### src/rtl/demux_slot_router_pkg.sv
// Shared definitions for the output-side demultiplexer: slot state encoding,
// default geometry and the delivered-beat counter width.
// Optional feature macro used by the top level: DEMUX_CNT_EN.
package demux_slot_router_pkg;

    // One-entry holding slot occupancy
    typedef enum logic {
        SLOT_EMPTY = 1'b0,
        SLOT_FULL  = 1'b1
    } slot_state_e;

    localparam int unsigned DEF_DATA_WIDTH = 8;
    localparam int unsigned DEF_N_OUT      = 4;
    localparam int unsigned DEF_SEL_WIDTH  = 2;
    localparam int unsigned CNT_WIDTH      = 16;

    // Minimum select width able to address n ports (at least 1 bit)
    function automatic int unsigned sel_width_for(input int unsigned n);
        int unsigned w;
        w = 1;
        while ((32'd1 << w) < n) begin
            w = w + 1;
        end
        return w;
    endfunction

endpackage : demux_slot_router_pkg

### src/rtl/demux_slot.sv
// demux_slot: one-entry holding slot for a single output port.
// Ports:
//   CLK, RST_N  clock / asynchronous active-low reset
//   LOAD        write D into the slot this cycle (caller guarantees slot is
//               empty or draining in the same cycle)
//   D           incoming beat
//   Q, Q_VALID  held beat and occupancy flag
//   Q_READY     consumer ready; drains the slot when Q_VALID is set
module demux_slot
    import demux_slot_router_pkg::*;
#(
    parameter int unsigned Data_Width = DEF_DATA_WIDTH
) (
    input  logic                  CLK,
    input  logic                  RST_N,
    input  logic                  LOAD,
    input  logic [Data_Width-1:0] D,
    output logic [Data_Width-1:0] Q,
    output logic                  Q_VALID,
    input  logic                  Q_READY
);

    slot_state_e state_q;
    slot_state_e state_d;

    // State register
    always_ff @(posedge CLK or negedge RST_N) begin
        if (!RST_N) begin
            state_q <= SLOT_EMPTY;
        end else begin
            state_q <= state_d;
        end
    end

    // Next state: a load while full (drain + refill) keeps the slot full
    always_comb begin
        state_d = state_q;
        case (state_q)
            SLOT_EMPTY: begin
                if (LOAD) begin
                    state_d = SLOT_FULL;
                end
            end
            SLOT_FULL: begin
                if (!LOAD && Q_READY) begin
                    state_d = SLOT_EMPTY;
                end
            end
        endcase
    end

    // Output decode
    always_comb begin
        Q_VALID = 1'b0;
        if (state_q == SLOT_FULL) begin
            Q_VALID = 1'b1;
        end
    end

    // Data register; only written on load so Q is stable while stalled
    always_ff @(posedge CLK or negedge RST_N) begin
        if (!RST_N) begin
            Q <= '0;
        end else if (LOAD) begin
            Q <= D;
        end
    end

endmodule : demux_slot

### src/rtl/demux_slot_router.sv
// demux_slot_router: routes one valid/ready input stream to one of N_Out
// output ports chosen per beat by S. Each port owns a one-entry slot, so a
// stalled port never blocks beats bound for the other ports.
// Ports:
//   CLK, RST_N        clock / asynchronous active-low reset
//   X, X_VALID, S     input beat, valid and destination port
//   X_READY           input accepted when X_VALID & X_READY (combinational)
//   Y, Y_VALID        port k data at Y[k*Data_Width +: Data_Width], occupancy
//   Y_READY           per-port consumer ready
//   SEL_ERR           one-cycle pulse after a beat with S >= N_Out was dropped
//   CNT               (only with DEMUX_CNT_EN) per-port 16-bit delivered count
module demux_slot_router
    import demux_slot_router_pkg::*;
#(
    parameter int unsigned Data_Width = DEF_DATA_WIDTH,
    parameter int unsigned N_Out      = DEF_N_OUT,
    parameter int unsigned Sel_Width  = DEF_SEL_WIDTH
) (
    input  logic                        CLK,
    input  logic                        RST_N,
    input  logic [Data_Width-1:0]       X,
    input  logic                        X_VALID,
    input  logic [Sel_Width-1:0]        S,
    output logic                        X_READY,
    output logic [N_Out*Data_Width-1:0] Y,
    output logic [N_Out-1:0]            Y_VALID,
    input  logic [N_Out-1:0]            Y_READY,
    output logic                        SEL_ERR
`ifdef DEMUX_CNT_EN
    ,
    output logic [N_Out*CNT_WIDTH-1:0]  CNT
`endif
);

    localparam int unsigned CMP_W = Sel_Width + 1;

    // Configuration sanity
    if (N_Out < 2 || N_Out > 16 || Sel_Width < sel_width_for(N_Out)) begin : g_bad_cfg
        $error("demux_slot_router: unsupported N_Out/Sel_Width combination");
    end

    logic             sel_oor_c;
    logic             port_ready_c;
    logic             accept_c;
    logic [N_Out-1:0] load_c;

    // Extra bit keeps the compare correct when 2**Sel_Width == N_Out
    assign sel_oor_c = (CMP_W'(S) >= CMP_W'(N_Out));

    // Selected port can take a beat if its slot is empty or draining now
    always_comb begin
        port_ready_c = 1'b1;
        for (int unsigned k = 0; k < N_Out; k++) begin
            if (S == Sel_Width'(k)) begin
                port_ready_c = ~Y_VALID[k] | Y_READY[k];
            end
        end
    end

    assign X_READY  = RST_N & port_ready_c;
    assign accept_c = X_VALID & X_READY;

    // Select decode into per-slot load strobes
    always_comb begin
        load_c = '0;
        for (int unsigned k = 0; k < N_Out; k++) begin
            if (S == Sel_Width'(k)) begin
                load_c[k] = accept_c;
            end
        end
    end

    // Dropped-beat indication
    always_ff @(posedge CLK or negedge RST_N) begin
        if (!RST_N) begin
            SEL_ERR <= 1'b0;
        end else begin
            SEL_ERR <= accept_c & sel_oor_c;
        end
    end

    // Per-port holding slots (and optional delivered-beat counters)
    for (genvar k = 0; k < N_Out; k++) begin : g_port
        demux_slot #(
            .Data_Width (Data_Width)
        ) u_slot (
            .CLK     (CLK),
            .RST_N   (RST_N),
            .LOAD    (load_c[k]),
            .D       (X),
            .Q       (Y[k*Data_Width +: Data_Width]),
            .Q_VALID (Y_VALID[k]),
            .Q_READY (Y_READY[k])
        );

`ifdef DEMUX_CNT_EN
        logic [CNT_WIDTH-1:0] cnt_q;

        // Free-running wrap at 16'hFFFF -> 0
        always_ff @(posedge CLK or negedge RST_N) begin
            if (!RST_N) begin
                cnt_q <= '0;
            end else if (Y_VALID[k] & Y_READY[k]) begin
                cnt_q <= cnt_q + CNT_WIDTH'(1);
            end
        end

        assign CNT[k*CNT_WIDTH +: CNT_WIDTH] = cnt_q;
`endif
    end

    // S must be known whenever it is qualified
    sel_known_a : assert property (@(posedge CLK) disable iff (!RST_N)
                                   X_VALID |-> !$isunknown(S))
        else $error("demux_slot_router: S unknown while X_VALID is high");

endmodule : demux_slot_router

### config.mk
export PLATFORM = sky130hd
export DESIGN_NAME = demux_slot_router
export DESIGN_NICKNAME = d
export VERILOG_FILES = /design/src/rtl/demux_slot_router_pkg.sv /design/src/rtl/demux_slot.sv /design/src/rtl/demux_slot_router.sv
export SDC_FILE = /design/constraint.sdc
export NUM_CORES = 1
export LEC_CHECK = 0
export CAP_MARGIN = 20
export CORE_MARGIN = 8
export CORE_UTILIZATION = 44
export CTS_CLUSTER_DIAMETER = 80
export CTS_CLUSTER_SIZE = 8
export DETAILED_ROUTE_END_ITERATION = 8
export PLACE_DENSITY_LB_ADDON = 0.15
export RECOVER_POWER = 50
export SKIP_CTS_REPAIR_TIMING = 1
export SKIP_LAST_GASP = 1
export SLEW_MARGIN = 20
export SYNTH_ARGS = -nofsm -noshare
export SYNTH_HDL_FRONTEND = slang
export SYNTH_HIERARCHICAL = 1
export SYNTH_SLANG_ARGS = --single-unit
### constraint.sdc
create_clock -name CLK -period 1.7 [get_ports CLK]
set_input_delay 0.17 -clock CLK [delete_from_list [all_inputs] [get_ports CLK]]
set_output_delay 0.17 -clock CLK [all_outputs]
set_load 0.005 [all_outputs]
After elaboration in Yosys (flattened, before gate mapping)
Cells that the tools add are included.
Widths: inputs -> output; s select.

operators by class
  equality and inequality tests = 3
  multiplexer cells = 24
  bitwise gates (word level) = 14
  reduce and logical (&&, ||, !) cells = 9

operator list
  kind                count
  $mux 1              20
  $not 1->1           8
  $pmux 1 s2          4
  $eq 2x2->1 const B  2
  $logic_and 1x1->1   4
  $logic_not 1->1     4
  $or 1x1->1          4
  $and 1x1->1         2
  $eq 2x1->1 const B  1
  $logic_not 2->1     1

storage, ports and cells
  register bits after elaboration = 36
  input port bits = 17
  output and inout bits = 38
  word-level logic and storage cells = 58

Depth between registers and ports, before layout
Gate-level depths: netlist (run 1).

  depth after elaboration = 14
  depth in mapped cells = 5
  gate-level depth less buffers = 4

Hierarchy
Netlist (run 1), hierarchy kept.

modules (own cells, without submodules)
  module             instances  cells an instance  area an instance (um^2)  seq. area each (um^2)
  demux_slot         4          20                 369.1                    225.2
  demux_slot_router  1          20                 121.4                    0.0

Worst setup path before layout (run 1)
Ideal clock, no wire load.

  path type = register to register
  from = reg g_port[0].u_slot.state_q
  to = reg g_port[0].u_slot.Q[0]
  data arrival time = 1.340 ns
  required time = 1.575 ns
  setup slack = 0.235 ns
  cell stages (with the launch flop) = 4
  clock period less this slack = 1.465 ns
  path through = dfrtp_1 -> a2111oi_1 -> buf_6 -> mux2_4

on the way
  longest elaborated chain between the ends = 10

RTL lines
  item                    line                     source
  from (decl)             demux_slot.sv:23         slot_state_e state_q;
  from (signal assigned)  demux_slot.sv:31         state_q <= state_d;
  $mux 1                  demux_slot.sv:55         if (state_q == SLOT_FULL) begin
  $not 1->1               demux_slot_router.sv:55  port_ready_c = ~Y_VALID[k] | Y_READY[k];
  $or 1x1->1              demux_slot_router.sv:55
  $mux 1 (4 in a row)     demux_slot_router.sv:54  if (S == Sel_Width'(k)) begin
  $and 1x1->1             demux_slot_router.sv:60  assign X_READY = RST_N & port_ready_c;
  $and 1x1->1             demux_slot_router.sv:61  assign accept_c = X_VALID & X_READY;
  $mux 1                  demux_slot_router.sv:67  if (S == Sel_Width'(k)) begin
  via load_c[0]           demux_slot_router.sv:45  logic [N_Out-1:0] load_c;
  to (signal assigned)    demux_slot.sv:63         Q <= '0;
  to (signal assigned)    demux_slot.sv:65         Q <= D;
  to (decl)               demux_slot.sv:18         output logic [Data_Width-1:0] Q,

The timed path passes the listed nets, and every way through them passes these cells.
A chain may end at the register's enable or synchronous reset.

Final worst setup path (run 1)
  from = in X_VALID
  to = reg g_port[2].u_slot.Q[7]

on the way
  longest elaborated chain between the ends = 2

RTL lines
  item                  line                     source
  from (decl)           demux_slot_router.sv:22  input logic X_VALID,
  $and 1x1->1           demux_slot_router.sv:61
  $mux 1                demux_slot_router.sv:67
  via load_c[2]         demux_slot_router.sv:45
  to (signal assigned)  demux_slot.sv:63
  to (signal assigned)  demux_slot.sv:65
  to (decl)             demux_slot.sv:18

The timed path passes the listed nets, and every way through them passes these cells.

==> metrics.md, run 1 <==
| Metric | Value |
|---|---|
| Final setup violation count | 0 |
| EDFF count, synth | 0 |
| CP max FO | 6 |
| Hpwl dp | between 2 and 3 mm |
| Max_slew headroom | 45.6% |
| Sink Count | 36 |
| Area Growth Syn to Fin | 44.2% |
| Primary FF master, synth | dfrtp_1 |
| GRT Overall Usage | 13.1% |
| Syn Inst Count | 100 |
| CTS buffer count | 5 |
| FILL cells | between 200 and 300 |
| Fin. Hold Viols | 0 |
| Site row count | 22 |
| Via-to-Cell Ratio | 4.62 |
| Initial antenna violation count | 0 |
| Final period utilization | between 90% and 100% |
| Initial DRC Count | 20 |
| Cell Pwr Density | between 1000 and 1500 nW/um2 |
| Clock Tree Buf Depth | 2 |
| Yosys reg bits | 36 |
| Static leakage | roughly 0.0011 uW |
| Core Region | 3580 um2 |
| RSZ-0062 raised after global routing | false |
| Gpl congestion | approximately 0.78 |
| Final ANT Viol Nets | 0 |
| Biggest area consumer among synthesized cells | dfrtp_1 |
| Die area | between 5000 and 6000 um2 |
| Worst EP arrival | 1.76 ns |
| Fin area | approximately 2300 um2 |
| Ant. Diodes | 0 |
| Max cap viols | 0 |
| Wire per inst | 16.7 um |
| Vias in the first global route | between 1000 and 1500 |
| Die height | around 76 um |
| Register area share after synthesis | 56.4% |
| Root Buffer | clkbuf_4 |
| CP delay by family, top | buffers and inverters |
| Share of cells above drive strength 1 | a little under a third |
| FMAX | roughly 650 MHz |
| WS Path Type | in2reg |
| Peak VDD IR | 555 uV |
| Port bufs | between 50 and 60 |
| Min cycle time layout | between 1.5 and 2 ns |
| Starting Density | about 45% |
| Min-delay src | Y_READY[1] |
| Clock Skews | ~0.0063 ns |
| Largest stage delay on the critical path | 0.48 ns |
| Crit path buffers/inverters | 3 |
| Area of placed instances | ~2300 um2 |
| Largest cells by area after synthesis | dfrtp_1 (56%), mux2_4 (30%), buf_6 (2.8%) |
| Nets | between 150 and 200 |
| Syn_nets | about 120 |
| Worst-skew pair later-pin latency | around 0.33 ns |
| Hold Crit Depth | 3 |
| Syn_area_per_cell | about 16 um2 |
| Register-to-register setup slack | around 0.19 ns |
| Tightest Pin Transition | a little over 0.8 ns |
| Worst setup EP type | register |
| Reg2reg path depth | 3 |
| Synth top area share | 56.4% |
| Worst Hold Class | in2reg |
| Most used cell, CP | buf_4 |
| Drt total wl | between 3 and 4 mm |
| IO Pins | 55 |
| WP data required | ~1.9 ns |
| H-tree Lvls | 2 |
| Count of cell types in the netlist | 21 |
| Largest net degree at the start of global routing | 18 |
| Reg-to-Reg End | g_port[0].u_slot/Q[2] |
| Slowest CP cell | clkdlybuf4s50_1 |
| Total power | around 2400 uW |
| Clk pin slew, worst setup/hold paths | ~0.1 ns |
| Synthesized cell area | 1600 um2 |
| Via count | just over 1000 |
| Yosys Warn Count | 6 |
| Worst Hold Path EP | g_port[1].u_slot/state_q |
| DR pass1 iterations | 2 |
| Die width | ~76 um |
| Status | finished clean |
| First-pass GRT wire length | around 6.1 mm |
| Post-route DRC | 0 |
| Critical-path cell list | clkdlybuf4s50_1 > buf_4 > nand3_1 > nor3b_1 > buf_4 > mux2_4 |
| RR Startpoint | g_port[0].u_slot/state_q |
| Async set-reset flop share out of synthesis | 100% |
| CP startpoint kind | primary input |
| CTS tree | yes |
| Total grt overflow | 0 |
| Slew Limit Fails | 0 |
## per-layer routing
metal	wire, um	track usage [%]	up-vias
li1	-	-	487
met1	1660	14.9	496
met2	1770	21.1	34
met3	231	5.78	4
met4	40	4.62	0
met5	0	0	-
## cell type report
| class | count | area (um2) | area share, % |
|---|---|---|---|
| clock buffer | 7 | 65.1 | 2.82 |
| inverter | 7 | 26.3 | 1.14 |
| multi-input combinational | 52 | 606 | 26.3 |
| sequential | 36 | 901 | 39.1 |
| tap | 48 | 60.1 | 2.61 |
| timing repair buffer | 71 | 647 | 28.1 |
## how the worst max path moves through the flow
stage                        startpoint                     to  slack, ns  cells after the start
4_1_cts        g_port[3].u_slot/state_q                X_READY      -0.19                      4
5_1_grt                           RST_N  g_port[1].u_slot/Q[0]       0.06                      3
3_5_place_dp                       S[0]  g_port[0].u_slot/Q[2]      -0.16                      5
6_report                        X_VALID  g_port[2].u_slot/Q[7]       0.16                      6
2_1_floorplan  g_port[0].u_slot/state_q  g_port[0].u_slot/Q[0]       0.24                      3
3_3_place_gp                       S[0]  g_port[0].u_slot/Q[2]      -0.13                      5
## cells in the mapped netlist, types with 2 or more instances
master	instances
nand2b_1	2
a21o_2	4
inv_1	7
buf_6	4
dfrtp_1	36
mux2_4	32
## state kept, by name, summed over array words and instances, names as in the netlist
name / cells
g_port.u_slot/Q: 32
g_port.u_slot/state_q: 4
## cell families (layout without fill, tap and decap cells)
kind of cell | count (synthesis) | after routing | share of synthesized area, %
compound gates | 9 | 9 | 4.46
buf+inv | 12 | 85 | 4.93
flops | 36 | 36 | 56.4
mux | 32 | 32 | 30.1
other cells | 1 | 1 | 0.235
simple gates | 10 | 10 | 3.91
## tightest hold or removal path, delay by kind of cell
kind            cells  cell delay [ns]
buf+inv             2             0.47
compound gates      1             0.10
## layout by cell type (no fill, tap or decap)
master / count
nor3_2: 1
clkbuf_2: 1
dlygate4sd3_1: 5
dlymetal6s2s_1: 1
nor4b_1: 1
conb_1: 1
mux2_1: 6
nand3_1: 1
a21o_2: 4
inv_1: 7
clkbuf_1: 5
clkbuf_8: 2
mux2_4: 26
o21ai_0: 2
a2111oi_2: 1
dfrtp_1: 36
nand2b_2: 1
nand2_1: 1
clkdlybuf4s50_1: 47
buf_4: 12
o21ai_2: 1
nand2b_1: 2
clkbuf_4: 5
a211oi_1: 1
nand3b_1: 1
nor3b_1: 1
nor2_1: 1
## report_power, final
part	internal [uW]	switching [uW]	leakage, uW	total, uW
Sequential	1030	112	0.000438	1150
Clock	235	273	0.0000374	507
Combinational	546	200	0.000579	746
Total	1820	585	0.00105	2400
## stage by stage
step / TNS, ns / hold slack [ns] / setup slack (ns) / std cells / util [%]
global placement: -1.82 / 0.0205 / -0.127 / 213 / 63.5
finish: 0 / 0.431 / 0.159 / 221 / 64.4
global route: 0 / 0.430 / 0.0573 / 221 / 64.4
floorplan: 0 / -0.126 / 0.235 / 100 / -
detailed placement: -2.42 / 0.0293 / -0.161 / 213 / 63.5
CTS: -0.190 / -0.349 / -0.190 / 220 / 65.3
(Power assumes the default switching activity.)
==> run 2, diff against run 1 <==
--- a/config.mk
+++ b/config.mk
@@ -6,7 +6,7 @@
 export NUM_CORES = 1
 export LEC_CHECK = 0
 export CAP_MARGIN = 20
-export CORE_MARGIN = 8
+export CORE_MARGIN = 3
 export CORE_UTILIZATION = 44
 export CTS_CLUSTER_DIAMETER = 80
 export CTS_CLUSTER_SIZE = 8
==> run 2 against run 1 <==
Non-clock buffer count increased by 1; wire length decreased by 4.9%; core utilization increased by 3.7 points; total power decreased by 3.3%; clock-buffer cell count is 1 lower; die area is 25% lower; critical path depth is 1 higher; combinational power up 2%; largest cell class unchanged.
==> metrics.md, run 2 (synthesis gave the netlist of run 1 again) <==
| Metric | Value |
|---|---|
| Status | finished clean |
| Largest registers | g_port.u_slot/Q x32, g_port.u_slot/state_q x4 |
| Clock Skews | 0.0105 ns |
| Area of placed instances | between 2000 and 2500 um2 |
| H-tree Lvls | 2 |
| First-pass GRT wire length | about 5.6 mm |
| Wire per inst | 16.0 um |
| DR pass1 iterations | 4 |
| Drt total wl | approximately 3.5 mm |
| Cell Pwr Density | 998 nW/um2 |
| Initial antenna violation count | 0 |
| Static leakage | between 0.001 and 0.0015 uW |
| Ant. Diodes | 0 |
| Final setup violation count | 0 |
| Initial DRC Count | 30 |
| Max cap viols | 0 |
| FMAX | ~630 MHz |
| Hpwl dp | between 2 and 3 mm |
| Die height | between 60 and 70 um |
| Vias in the first global route | approximately 1100 |
| Worst EP arrival | between 1.5 and 2 ns |
| Reg with most FFs | g_port.u_slot/Q |
| CTS tree | yes |
| Share of cells above drive strength 1 | 35.1% |
| Core Region | between 3000 and 4000 um2 |
| Min cycle time layout | between 1.5 and 2 ns |
| Setup TNS | 0 ns |
| Area occupied by multi-input gates | ~630 um2 |
| RR Startpoint | g_port[1].u_slot/state_q |
| Total power | roughly 2300 uW |
| Largest net degree at the start of global routing | 32 |
| Nets | approximately 190 |
| IO Pins | between 50 and 60 |
| Fin. Hold Viols | 0 |
| Area Growth Syn to Fin | 45.5% |
| Commonest non-fill, non-tap cell in the layout | clkdlybuf4s50_1 |
| Fin area | between 2000 and 2500 um2 |
| Worst-skew pair later-pin latency | between 0.3 and 0.4 ns |
| Port bufs | between 50 and 60 |
| GRT Overall Usage | between 15 and 20% |
| Tightest Pin Transition | around 0.74 ns |
| Total grt overflow | 0 |
| Slew Limit Fails | 0 |
| Worst setup EP type | register |
| Via-to-Cell Ratio | roughly 4.8 |
| Final ANT Viol Nets | 0 |
| WS Path Type | in2reg |
| Site row count | 21 |
| Gpl congestion | between 0.7 and 0.8 |
| Worst Hold Class | in2async |
| Peak VDD IR | around 630 uV |
| RSZ-0062 raised after global routing | false |
| Clk pin slew, worst setup/hold paths | around 0.09 ns |
| CTS buffer count | 5 |
| Root Buffer | clkbuf_4 |
| Final period utilization | a little over nine tenths |
| Reg area | roughly 900 um2 |
| Die area | around 4400 um2 |
| Clock Tree Buf Depth | 2 |
| Max reg flops | 32 |
| Die width | ~66 um |
| Max_slew headroom | 50.6% |
| FILL cells | between 200 and 300 |
| Commonest cells after routing, fill and taps aside | clkdlybuf4s50_1 (40), dfrtp_1 (36), mux2_4 (32) |
| WP data required | 1.92 ns |
| CP startpoint kind | primary input |
| Sink Count | 36 |
| Starting Density | 46.8% |
| CP max FO | 6 |
| Post-route DRC | 0 |
| Via count | about 1100 |
| Critical Path Start | S[0] |
[run 2: cell count changes in the layout (fill, tap and decap cells not counted)]
cell / change
clkbuf_8: -2
clkdlybuf4s50_1: -7
clkinv_2: +1
mux2_1: -6
nor3b_2: +1
nor3b_1: -1
dlygate4sd3_1: +8
buf_4: +1
mux2_4: +6
[run 2: power by group]
part	internal (uW)	total, uW	switching [uW]
Combinational	560	762	201
Sequential	1030	1150	111
Clock	152	412	260
Total	1750	2320	572
[run 2: stage by stage]
step | std cells | worst slack, ns | hold WS (ns) | util [%]
floorplan | 100 | 0.235 | -0.126 | -
global placement | 211 | -0.119 | -0.0223 | 66.5
detailed placement | 211 | -0.165 | -0.0207 | 66.5
CTS | 218 | -0.166 | -0.381 | 67.8
global route | 220 | 0.0564 | 0.266 | 68.1
finish | 220 | 0.102 | 0.271 | 68.1
[run 2: final cells by class]
class                           count  share of cell area, %
Multi-Input combinational cell     52                   27.2
Timing Repair Buffer               72                   28.4
Clock inverter                      1                  0.215
Tap cell                           46                   2.48
Clock buffer                        6                   1.78
Inverter                            7                   1.13
Sequential cell                    36                   38.8
[run 2: per-layer routing]
| layer | global-route usage (%) | vias up | wire length, um |
|---|---|---|---|
| met5 | 0 | - | 0 |
| met4 | 6.85 | 0 | 38 |
| met3 | 5.27 | 6 | 213 |
| met2 | 27.3 | 36 | 1770 |
| met1 | 22.6 | 528 | 1500 |
| li1 | - | 493 | - |
[run 2: worst paths after layout]
| check | endpoint | slack, ns | depth (start not counted) |
|---|---|---|---|
| setup / recovery | g_port[1].u_slot/Q[6] | 0.10 | 7 |
| hold / removal | g_port[0].u_slot/state_q | 0.27 | 2 |
| setup reg to reg | g_port[1].u_slot/Q[6] | 0.19 | 6 |
| hold reg to reg | g_port[2].u_slot/Q[1] | 0.51 | 1 |
| max in group asynchronous | g_port[1].u_slot/Q[6] | 0.51 | 3 |
| min in group CLK | g_port[1].u_slot/state_q | 0.43 | 3 |
[run 2: critical path: stages]
cell and delay (ns):
dlygate4sd3_1 0.63, nand2b_2 0.12, o21ai_2 0.07, buf_4 0.14
nor3_2 0.15, buf_4 0.22, mux2_4 0.32
==> run 3, diff against run 2 <==
--- a/config.mk
+++ b/config.mk
@@ -15,7 +15,7 @@
 export RECOVER_POWER = 50
 export SKIP_CTS_REPAIR_TIMING = 1
 export SKIP_LAST_GASP = 1
-export SLEW_MARGIN = 20
+export SLEW_MARGIN = 30
 export SYNTH_ARGS = -nofsm -noshare
 export SYNTH_HDL_FRONTEND = slang
 export SYNTH_HIERARCHICAL = 1
==> constraint.sdc (replaced) <==
create_clock -name CLK -period 1.5 [get_ports CLK]
set_input_delay 0.15 -clock CLK [delete_from_list [all_inputs] [get_ports CLK]]
set_output_delay 0.15 -clock CLK [all_outputs]
set_load 0.005 [all_outputs]
==> run 3 against run 2 <==
Sequential cell count did not move; critical path type is now reg2out; largest power group unchanged; wire length fell by 0.74%; clock skew barely moved; clock power rose by 34%; first-iteration DRC count rose by 6.7%; critical path depth fell by 6; worst setup slack got worse by 0.062 ns.
==> metrics.md, run 3 (synthesis gave the netlist of run 1 again) <==
| Metric | Value |
|---|---|
| Site row count | 21 |
| Reg2reg path depth | 6 |
| Initial DRC Count | 32 |
| Hpwl dp | between 2 and 3 mm |
| Cell Pwr Density | around 1200 nW/um2 |
| Critical-path cell list | dlygate4sd3_1 |
| Final period utilization | 97.4% |
| Core Region | 3420 um2 |
| Post-route DRC | 0 |
| Pre-CTS setup slack | -0.327 ns |
| Gpl congestion | 0.703 |
| Worst-skew pair later-pin latency | between 0.3 and 0.4 ns |
| Tightest Pin Transition | between 0.6 and 0.7 ns |
| Die height | ~66 um |
| CP delay by family, top | buffers and inverters |
| Ant. Diodes | 0 |
| CP startpoint kind | register |
| Fin area | around 2400 um2 |
| Sink Count | 36 |
| Worst Hold Class | in2reg |
| Post-layout util | 69.2% |
| Max cap viols | 0 |
| Share of cells above drive strength 1 | a little over a third |
| Largest registers | g_port.u_slot/Q x32, g_port.u_slot/state_q x4 |
| Max reg flops | 32 |
| Static leakage | between 0.001 and 0.0015 uW |
| Final worst slack | 0.0395 ns |
| Worst setup EP type | primary output |
| Via count | 1044 |
| Hold Crit Depth | 3 |
| CP max FO | 2 |
| Commonest cells after routing, fill and taps aside | clkdlybuf4s50_1 (45), dfrtp_1 (35), mux2_4 (30) |
| Drt total wl | approximately 3.5 mm |
| Slowest CP cell | dlygate4sd3_1 |
| Vias in the first global route | approximately 1200 |
| Die width | around 66 um |
| Min cycle time layout | 1.46 ns |
| Clock Tree Buf Depth | 2 |
| RSZ-0062 raised after global routing | true |
| DR WL met3 | ~190 um |
| Status | finished clean |
| Area Growth Syn to Fin | 47.8% |
| Final ANT Viol Nets | 0 |
| DR pass1 iterations | 4 |
| Die area | between 4000 and 5000 um2 |
| Via-to-Cell Ratio | between 4 and 5 |
| Port bufs | 53 |
| Setup TNS | 0 ns |
| Largest stage delay on the critical path | between 0.5 and 0.6 ns |
| Crit. path cell count | 1 |
| Clock Skews | 0.0110 ns |
| H-tree Lvls | 2 |
| Wl on met1 | ~1.6 mm |
| Nets | approximately 190 |
| Wire length on met2 | roughly 1.6 mm |
| Reg with most FFs | g_port.u_slot/Q |
| Peak VDD IR | 519 uV |
| CTS tree | yes |
| Uppermost routed layer | met4 |
| Area of placed instances | about 2300 um2 |
| CTS buffer count | 5 |
| Worst EP arrival | about 1.3 ns |
| Total grt overflow | 0 |
| Crit path buffers/inverters | 1 |
| Final setup violation count | 0 |
| Wire per inst | roughly 16 um |
| Clk pin slew, worst setup/hold paths | 0.10 ns |
| Largest net degree at the start of global routing | 29 |
| WP data required | between 1 and 1.5 ns |
| Commonest non-fill, non-tap cell in the layout | clkdlybuf4s50_1 |
| Slew Limit Fails | 0 |
| Max_slew headroom | between 50% and 60% |
| GRT Overall Usage | 18.3% |
| Initial antenna violation count | 0 |
| Root Buffer | clkbuf_4 |
| WS Path Type | reg2out |
| IO Pins | 55 |
| Fin. Hold Viols | 0 |
| Starting Density | between 40% and 50% |
| FMAX | 685 MHz |
| First-pass GRT wire length | slightly below 6 mm |
-- run 3: area by class of cell --
| class | count | area [um2] |
|---|---|---|
| clock buffers | 7 | 55.1 |
| clock inverters | 1 | 7.51 |
| fillers | 272 | 1050 |
| inverters | 7 | 26.3 |
| multi-input cells | 52 | 638 |
| flip-flops and latches | 36 | 902 |
| well taps | 46 | 57.6 |
| repair buffers | 73 | 676 |
-- run 3: final timing paths --
path | from | to | slack [ns]
worst min register to register | g_port[1].u_slot/Q[2] | g_port[1].u_slot/Q[2] | 0.51
worst max-delay path | g_port[1].u_slot/Q[0] | Y[8] | 0.04
worst min-delay path | Y_READY[2] | g_port[2].u_slot/state_q | 0.42
min in group asynchronous | RST_N | g_port[3].u_slot/Q[3] | 0.57
max in group asynchronous | RST_N | g_port[3].u_slot/Q[6] | 0.39
worst max register to register | g_port[3].u_slot/state_q | g_port[3].u_slot/Q[7] | 0.07
-- run 3: layer usage --
metal / global-route usage, % / vias to the layer above
li1: - / 487
met1: 24.8 / 521
met2: 27.1 / 34
met3: 6.12 / 2
met4: 6.85 / 0
met5: 0 / -
-- run 3: worst min-delay path, stage by stage --
cell,delay (ns)
clkdlybuf4s50_1,0.42
inv_1,0.06
a21o_2,0.11
-- run 3: report_power, final --
part / total [uW] / switching, uW / internal (uW)
Combinational: 873 / 226 / 647
Clock: 551 / 322 / 229
Sequential: 1300 / 123 / 1170
-- run 3: stage by stage --
| step | std cells | hold WS (ns) | power [uW] |
|---|---|---|---|
| 6_report | 222 | 0.423 | 2720 |
| 5_1_grt | 222 | 0.418 | 2880 |
| 4_1_cts | 221 | -0.224 | 2770 |
| 3_5_place_dp | 213 | 0.158 | 2210 |
| 3_3_place_gp | 213 | 0.153 | 2190 |
| 2_1_floorplan | 100 | -0.146 | 1640 |
==> edit 1, RTL diff (config.mk and constraints of run 3) <==
The option `DEMUX_CNT_EN` is turned on by a define.
--- a/src/rtl/demux_slot_router.sv
+++ b/src/rtl/demux_slot_router.sv
@@ -10,4 +10,6 @@
 //   SEL_ERR           one-cycle pulse after a beat with S >= N_Out was dropped
 //   CNT               (only with DEMUX_CNT_EN) per-port 16-bit delivered count
+`define DEMUX_CNT_EN
+
 module demux_slot_router
     import demux_slot_router_pkg::*;
Check against the original RTL (old outputs only; new: CNT): equivalent (Yosys induction, for registers that start in step).
==> edit 1 against run 3 <==
Die area rose to 2.6 times the old value; the run now ends with setup timing left; final area rose to 2.8 times the old value; total power rose to 2.6 times the old value; routed wire length rose to 3.0 times the old value; sequential share of layout area decreased by 0.73 points; sequential cell count rose by 64; synthesized area grew to 2.8 times the old value; maximum frequency is 5.8% lower; setup slack worse by 0.089 ns; global-route usage about the same.
==> edit 1: results (changes against run 3) <==
* Status: finished with violations
* Violated checks: setup timing
* Root Buffer Master: clkbuf_8
* Initial DRC count at 110 (+240%)
* Placer Congestion at 0.778 (+11%)
* Initial antenna violation count at 1 (+1)
* R2r startpoint: g_port[0].u_slot/state_q
* Setup ws final at -0.0499 ns (-0.0894 ns)
* Setup skew after layout at 0.0152 ns (+0.00428 ns)
* # nets final at 570 (+200%)
* Vias in the first global route at 3,187 (+170%)
* CTS buffer count at 9 (+4)
* Pleak at 3.54 nW (+220%)
* Slowest-stage cell, CP: dfrtp_1
* Worst path max stage delay at 0.43 ns (-0.15 ns)
* Met1 global-route usage at 24.0% (-0.82 points)
* End-of-flow core utilization at 71.0% (+1.9 points)
* Global-route wire length before repair at 16.4 mm (+180%)
* Slew HR at 28.7% (-27 points)
* Avg Inst Size Synth at 13.1 µm² (-18%)
* Largest net degree at the start of global routing at 80 (+180%)
* Sw Share at 25.3% (+0.66 points)
* H-tree depth at 3 (+1)
* Top delay family on crit path: flip-flops
* Final setup viols at 15 (+15)
* GR Layer Usage met2 at 29.2% (+2.1 points)
* CP arrival at 1.79 ns (+0.48 ns)
* DR WL/cell at 15.1 µm (-3.8%)
* Hold Crit Class: primary input to asynchronous set/reset pin
* WL met2 at 5.08 mm (+210%)
* Type of the worst setup path: flop to flop
* Max VDD drop at 649 µV (+25%)
* Met3 Wirelength at 623 µm (+220%)
* Placed Instances at 625 (+190%)
* CP endpoint: g_port[2].u_slot/Q[1]
* Fill count at 718 (+160%)
* Top flop regs: g_port.cnt_q x64, g_port.u_slot/Q x32, g_port.u_slot/state_q x4
* DP HPWL at 7.27 mm (+180%)
* DP Area at 6070 µm² (+170%)
* Max FO, Critical Path at 3 (+1)
* Unique masters post-synth at 31 (+48%)
* Area contributors post-synth: dfrtp_1, mux2_4, xnor2_1
* R2R depth at 4 (-2)
* Setup TNS at -0.436 ns (-0.436 ns)
* Grt met3 use at 6.56% (+0.43 points)
* PortBufs at 117 (+120%)
* DRT met1 WL at 4.55 mm (+180%)
* Layout cells sized above 1 at 31.5% (-4.9 points)
* Top post-synthesis cells by count: dfrtp_1, xnor2_1, mux2_4
* Seq/Total Area, Yosys at 56.9% (+0.50 points)
* Gr usage total at 18.3% (-0.046 points)
==> edit 1: cell count changes after synthesis, sizes merged, moves of 6 or more <==
cell / run 3 / this run
xnor2: 0 / 33
nor2: 1 / 19
and3: 0 / 13
nand4: 0 / 16
nand3: 1 / 16
nor4: 0 / 6
xor2: 0 / 27
nor3: 1 / 7
nand2: 1 / 25
dfrtp: 36 / 100
==> edit 1: logic make-up after synthesis <==
| kind of cell | Yosys count | share of synthesized area (%) |
|---|---|---|
| buffers and inverters | 16 | 2.16 |
| adder cells (fa/ha/maj) | 4 | 1.14 |
| multiplexers | 36 | 11.9 |
| AO/OA/AOI/OAI | 8 | 1.42 |
| AND/OR/NAND/NOR | 111 | 14.4 |
| XOR/XNOR | 60 | 11.9 |
| other | 1 | 0.0852 |
| flip-flops | 100 | 56.9 |
==> edit 1: cell type report <==
cell class | count | area share [%]
timing repair buffer | 208 | 28.5
antenna | 1 | 0.0372
multi-input combinational | 220 | 28.0
sequential | 100 | 37.5
tap | 129 | 2.40
clock buffer | 11 | 1.95
inverter | 10 | 0.559
clock inverter | 4 | 1.12
==> edit 1: power groups by stage <==
stage	clock network [W]	registers (W)	logic, W
floorplan	0	0.00348	0.000582
global placement	0	0.00342	0.00183
detailed placement	0	0.00342	0.00189
CTS	0.00187	0.00338	0.00189
global route	0.00198	0.00343	0.00213
finish	0.00181	0.00337	0.00195
==> edit 1: stage by stage <==
step           hold WS (ns)  setup slack [ns]
2_1_floorplan        -0.146            0.0105
3_3_place_gp          0.185            -0.506
3_5_place_dp          0.194            -0.572
4_1_cts              -0.206            -0.599
5_1_grt               0.433            -0.112
6_report              0.302           -0.0499
==> edit 2, RTL diff (config.mk and constraints of run 3) <==
Made on the original files. The package constant `DEF_N_OUT` goes from 4 to 3.
--- a/src/rtl/demux_slot_router_pkg.sv
+++ b/src/rtl/demux_slot_router_pkg.sv
@@ -11,5 +11,5 @@
 
     localparam int unsigned DEF_DATA_WIDTH = 8;
-    localparam int unsigned DEF_N_OUT      = 4;
+    localparam int unsigned DEF_N_OUT      = 3;
     localparam int unsigned DEF_SEL_WIDTH  = 2;
     localparam int unsigned CNT_WIDTH      = 16;
Ports: changed (resized Y, Y_READY and Y_VALID); port bits go from 55 to 45. No check against the original RTL was run, so the function may have changed too.
==> edit 2 against run 3 <==
The run now ends with setup timing left; critical path depth grew 4; synthesized area decreased by 23%; final area fell by 19%; routed wire length is 27% lower; sequential power fell by 23%; sequential cell count is 8 lower; clock skew down 0.0032 ns; total power is 20% lower; setup slack got worse by 0.14 ns; global-route usage shrank 2.8 points; critical path type is now primary input to output pin.
==> edit 2: results (changes against run 3) <==
* Skew-Pair Late Insertion Delay at 0.32 ns (-0.03 ns)
* Avg Inst Size Synth at 16.9 µm² (+5.6%)
* Int Power at 0.00170 W (-17%)
* Setup TNS at -0.103 ns (-0.103 ns)
* Top flop regs: g_port.u_slot/Q x24, g_port.u_slot/state_q x3, SEL_ERR x1
* H-tree depth at 1 (-1)
* 1st-pass router iterations at 3 (-1)
* DR WL/cell at 15.7 µm (-0.47%)
* Power per standard cell area at 1130 nW/µm² (-1.6%)
* Met3 Wirelength at 166 µm (-14%)
* Area contributors post-synth: dfrtp_1, mux2_4, nor4b_1
* P_comb at 0.000693 W (-21%)
* Max FO, Critical Path at 5 (+3)
* Vias in the first global route at 876 (-24%)
* Global-route wire length before repair at 4.22 mm (-27%)
* Setup ws final at -0.103 ns (-0.143 ns)
* Hold Crit Class: primary input to asynchronous set/reset pin
* Status: finished with violations
* PortBufs at 44 (-17%)
* CTS clk-pin slew, worst paths at 0.15 ns (+0.05 ns)
* Top post-synthesis cells by count: dfrtp_1, mux2_4, inv_1, nor4b_1
* Largest net degree at the start of global routing at 30 (+3.4%)
* Post-Syn Nets at 89 (-24%)
* GR Layer Usage met2 at 24.4% (-2.7 points)
* Post-Layout Cell Count at 163 (-27%)
* Yosys warns at 6 (unchanged)
* Worst path max stage delay at 0.45 ns (-0.13 ns)
* DP Area at 1790 µm² (-22%)
* Pleak at 0.885 nW (-21%)
* Unique masters post-synth at 12 (-43%)
* CTS buffer count at 3 (-2)
* DP HPWL at 1.84 mm (-29%)
* Initial DRC count at 26 (-19%)
* Worst flop-to-flop path endpoint: g_port[2].u_slot/Q[6]
* R2R setup slack at 0.02 ns (-0.05 ns)
* Max VDD drop at 856 µV (+65%)
* Sw Share at 22.1% (-2.6 points)
* Place WS at -0.384 ns (-0.0576 ns)
* Via density at 4.97 (+5.7%)
* Placer Congestion at 0.698 (-0.75%)
* Grt met3 use at 3.95% (-2.2 points)
* Final hold slack at 0.489 ns (+0.0650 ns)
* Final setup viols at 1 (+1)
* Slowest-stage cell, CP: clkdlybuf4s50_1
* Seq/Total Area, Yosys at 56.9% (+0.53 points)
* Setup skew after layout at 0.00775 ns (-0.00320 ns)
* R2R depth at 4 (-2)
* Clock Path Buffers at 2 (unchanged)
* Violated checks: setup timing
* Met1 global-route usage at 21.9% (-2.9 points)
* R2r startpoint: g_port[2].u_slot/state_q
* # nets final at 150 (-22%)
* Slew HR at 54.4% (-1.5 points)
* Flop pwr share at 46.0% (-1.6 points)
* CP arrival at 1.45 ns (+0.14 ns)
* WL met2 at 1.28 mm (-22%)
* Layout cells sized above 1 at 42.9% (+6.5 points)
* DRT met1 WL at 1.10 mm (-33%)
* Fill count at 173 (-36%)
[edit 2: cell type report]
cell class                      instances  area share (%)
Clock buffer                            3            1.17
Clock inverter                          1            1.56
Inverter                                4           0.782
Multi-Input combinational cell         38            28.9
Sequential cell                        28            36.5
Tap cell                               30            1.95
Timing Repair Buffer                   59            29.1
[edit 2: cells by family after synthesis]
| group | synth area share, % |
|---|---|
| mux | 29.3 |
| simple gates | 7.01 |
| compound gates | 2.85 |
| buf+inv | 3.96 |
| flops | 56.9 |
[edit 2: worst max path at each step]
stage               depth (start not counted)                startpoint                     to  slack [ns]
floorplan                                   4  g_port[2].u_slot/state_q  g_port[2].u_slot/Q[0]        0.04
global placement                            4                Y_READY[2]                X_READY       -0.36
detailed placement                          4                      S[1]                X_READY       -0.38
CTS                                         3  g_port[2].u_slot/state_q                X_READY       -0.45
global route                                5                      S[0]                X_READY       -0.16
finish                                      5                      S[0]                X_READY       -0.10
